===== src/rtl/change_detect.sv =====
// Samples the observed LED bus and flags a change between consecutive samples.
module change_detect #(
  parameter int WIDTH = 4
) (
  input  logic             clk,
  input  logic             rst,
  input  logic [WIDTH-1:0] led_in,
  output logic [WIDTH-1:0] led_q,
  output logic [WIDTH-1:0] led_prev,
  output logic             chg
);

  logic [WIDTH-1:0] cur_q, cur_d;
  logic [WIDTH-1:0] prev_q, prev_d;

  // Next sample and previous sample shift along every cycle.
  always_comb begin
    cur_d  = led_in;
    prev_d = cur_q;
  end

  // Two-stage sample register.
  always_ff @(posedge clk or negedge rst) begin
    if (!rst) begin
      cur_q  <= '0;
      prev_q <= '0;
    end else begin
      cur_q  <= cur_d;
      prev_q <= prev_d;
    end
  end

  assign led_q    = cur_q;
  assign led_prev = prev_q;
  assign chg      = (cur_q != prev_q);

endmodule


===== config.mk =====
export PLATFORM = sky130hd
export DESIGN_NAME = change_detect
export DESIGN_NICKNAME = d
export VERILOG_FILES = /design/src/rtl/change_detect.sv
export SDC_FILE = /design/constraint.sdc
export NUM_CORES = 1
export LEC_CHECK = 0
export BUFFER_PORTS_ARGS = -buffer_cell sky130_fd_sc_hd__buf_2
export CAP_MARGIN = 25
export CORE_AREA = 2 2 39 41
export DETAILED_ROUTE_END_ITERATION = 8
export DIE_AREA = 0 0 41 43
export SLEW_MARGIN = 10
export SYNTH_ARGS = -nofsm -noshare
export SYNTH_HDL_FRONTEND = slang
export SYNTH_SLANG_ARGS = --single-unit

===== constraint.sdc =====
create_clock -name clk -period 1.45 [get_ports clk]
set_clock_uncertainty 0.15 [all_clocks]
set_input_delay 0.29 -clock clk [delete_from_list [all_inputs] [get_ports clk]]
set_output_delay 0.29 -clock clk [all_outputs]
set_load 0.05 [all_outputs]

==> impl_metrics.csv <==
group,metric,value,unit
synth,synth-seq-area-share,82.9,%
cells_and_area,area_growth,80.3,%
power,combPwrFrac,19.2,%
power,switching_share,26.8,%
job,timing.max_cap.violations,0,
worst_setup_path,crit_path_start_kind,"register",
synth,syn_area,241,sq um
drt,route.vias.total,184,
synth,synth_warnings,0,
clock_network,cts_tree,"built",
clock_network,cts-root-buf,"clkbuf_4",
global_routing,grt_first_pass_wirelength,717,um
floorplan,dieArea,0.00176,sq mm
synth,synth_cells,13,
placement,dp_slack,0.137,ns
timing,finalHoldViolations,0,
timing,period_share,106,%
synth,syn_area_per_cell,18.6,sq um
outcome,violations,"negative setup slack",
synth,synthSimpleGateAreaFrac,2.59,%
timing,rsz0062_at_grt,"true",
synth,yosys.area.top_type,"dfrtp_1",
cells_and_area,fillers,142,
synth,synthTopCellsByArea,"dfrtp_1 83%, xnor2_1 15%, nand4_1 2.6%",
synth,syn_nets,19,
drt,drc,0,
floorplan,coreArea,0.00138,sq mm
drt,drtPass1Iterations,2,
floorplan,io_pins,15,
timing,max-slew-margin-rel,83.2,%
timing,whs,0.255,ns
worst_setup_path,crit_arrival,1.09,ns
cells_and_area,layout_common_cells,"13 x buf_2, 8 x dfrtp_2, 5 x dlygate4sd3_1",
worst_setup_path,end_kind,"primary output",
synth,yosys.area_share.adder,0,%
synth,synthDominantCellAreaShare,82.9,%
placement,io_buffer_count,14,
clock_network,cts_sinks,8,
drt,drt_iter0_markers,1,
cells_and_area,layout.nets,43,
outcome,status,"finished, violations left",
power,switching_power,134,uW
drt,wl_met1,185,um
synth,synth_cell_type_count,3,
floorplan,die_w,41,um
power,ir_drop,0.584,mV
cells_and_area,layout_commonest_cell,"buf_2",
synth,synth_compound_area_share,0,%
worst_setup_path,worstPathMaxFanout,2,
power,seqPwrFrac,49.7,%
power,pwr-share-clk,31.0,%
timing,post-route-min-period,1.53,ns
worst_setup_path,crit_type,"register to primary output",
drt,final_antenna_net_count,0,
drt,wl_per_cell,9.12,um
timing,setup_slack,-0.0840,ns
power,leakagePower,0.197,nW
global_routing,grt_max_degree,9,
floorplan,initial_core_util,17.5,%
synth,synthMuxAreaShare,0,%
clock_network,htree_levels,1,
cells_and_area,final_cells,51,
synth,synth-seq-cells,8,
clock_network,cts_buffers,3,
synth,synth_top_family_by_area,"XOR/XNOR gates",
worst_setup_path,required,1.01,ns
drt,routed.top_layer,"met3",
timing,fmax,652,MHz
global_routing,grt_pass1_vias,193,
clock_network,postCtsSetupBuffers,0,
cells_and_area,final_core_util,31.5,%
timing,slew_viol_final,0,
placement,gp_congestion,0.616,
cells_and_area,diodes,0,
global_routing,grt_usage,7.22,%
clock_network,clk_latency,0.24,ns
global_routing,gr-total-overflow,0,
power,p_int,366,uW
floorplan,die_y,43,um
drt,wl_met2,210,um
drt,dr_wl_met3,69,um
timing,tightest_slew,0.254,ns
timing,finalSetupViolCount,1,
drt,wl,465,um
floorplan,rows,14,
global_routing,antenna_found_initial,0,
clock_network,cts_max_path_buffers,2,
power,powerDensity,1150,mW/mm^2
clock_network,clkTransAtPathRegs,0.05,ns
cells_and_area,drive_gt1_share,77.1,%
placement,dp_cells,43,
hold_path,hold_class,"register to register",
drt,vias_per_cell,3.61,
synth,synth_xor_area_share,14.5,%
[Yosys cell counts]
library cell  number
dfrtp_1            8
nand4_1            1
xnor2_1            4
[layer usage]
layer	up-vias	GRT usage, %
met5	-	0
met4	0	6.00
met3	0	7.85
met2	17	9.06
met1	81	6.02
li1	86	-
[stage by stage]
| step | instance area [sq um] | setup TNS [ns] | power [mW] |
|---|---|---|---|
| global placement | 342 | 0 | 0.331 |
| detailed placement | 342 | 0 | 0.331 |
| global route | 435 | -0.138 | 0.532 |
| floorplan | 251 | -0.169 | 0.306 |
| finish | 435 | -0.0840 | 0.500 |
| CTS | 420 | -0.107 | 0.505 |
[sequential cells by signal, summed over array words and instances (netlist names)]
register and flops:
led_prev 4, led_q 4
[power groups by stage]
stage | sequential [mW] | combinational [mW] | clock, mW
6_report | 0.249 | 0.0960 | 0.155
5_1_grt | 0.250 | 0.102 | 0.180
4_1_cts | 0.247 | 0.0932 | 0.165
3_5_place_dp | 0.250 | 0.0809 | 0
3_3_place_gp | 0.250 | 0.0805 | 0
2_1_floorplan | 0.291 | 0.0151 | 0
[what timing repair did]
| action | in CTS | in global routing |
|---|---|---|
| setup endpoints to repair | 1 | 1 |
| hold buffers | 5 | 0 |
| endpoints found under the hold margin | 12 | 0 |
| gates resized for setup | 2 | 2 |
[cell type report]
class	instances	area, sq um	share of cell area, %
tap	16	20.0	4.60
multi-input combinational	5	56.3	12.9
sequential	8	210	48.3
clock buffer	3	22.5	5.17
timing repair buffer	19	126	29.0
[worst paths after layout]
kind | from | to | slack (ns) | cells past startpoint
max in group asynchronous | rst | led_q[0]$_DFF_PN0_ | 0.70 | 2
min | led_q[1]$_DFF_PN0_ | led_prev[1]$_DFF_PN0_ | 0.26 | 0
min in group asynchronous | rst | led_prev[3]$_DFF_PN0_ | 0.28 | 2
max reg2reg | led_q[2]$_DFF_PN0_ | led_prev[2]$_DFF_PN0_ | 0.75 | 0
max | led_prev[3]$_DFF_PN0_ | chg | -0.08 | 3
min reg2reg | led_q[1]$_DFF_PN0_ | led_prev[1]$_DFF_PN0_ | 0.26 | 0
[logic make-up after synthesis]
logic type,Yosys count
flops,8
xor+xnor,4
simple gates,1
[worst max-delay path: stages (launching register included)]
cell	delay [ns]
dfrtp_2	0.41
xnor2_2	0.15
nand4_1	0.12
buf_6	0.17
No activity file was read; power rests on OpenSTA's default activity.
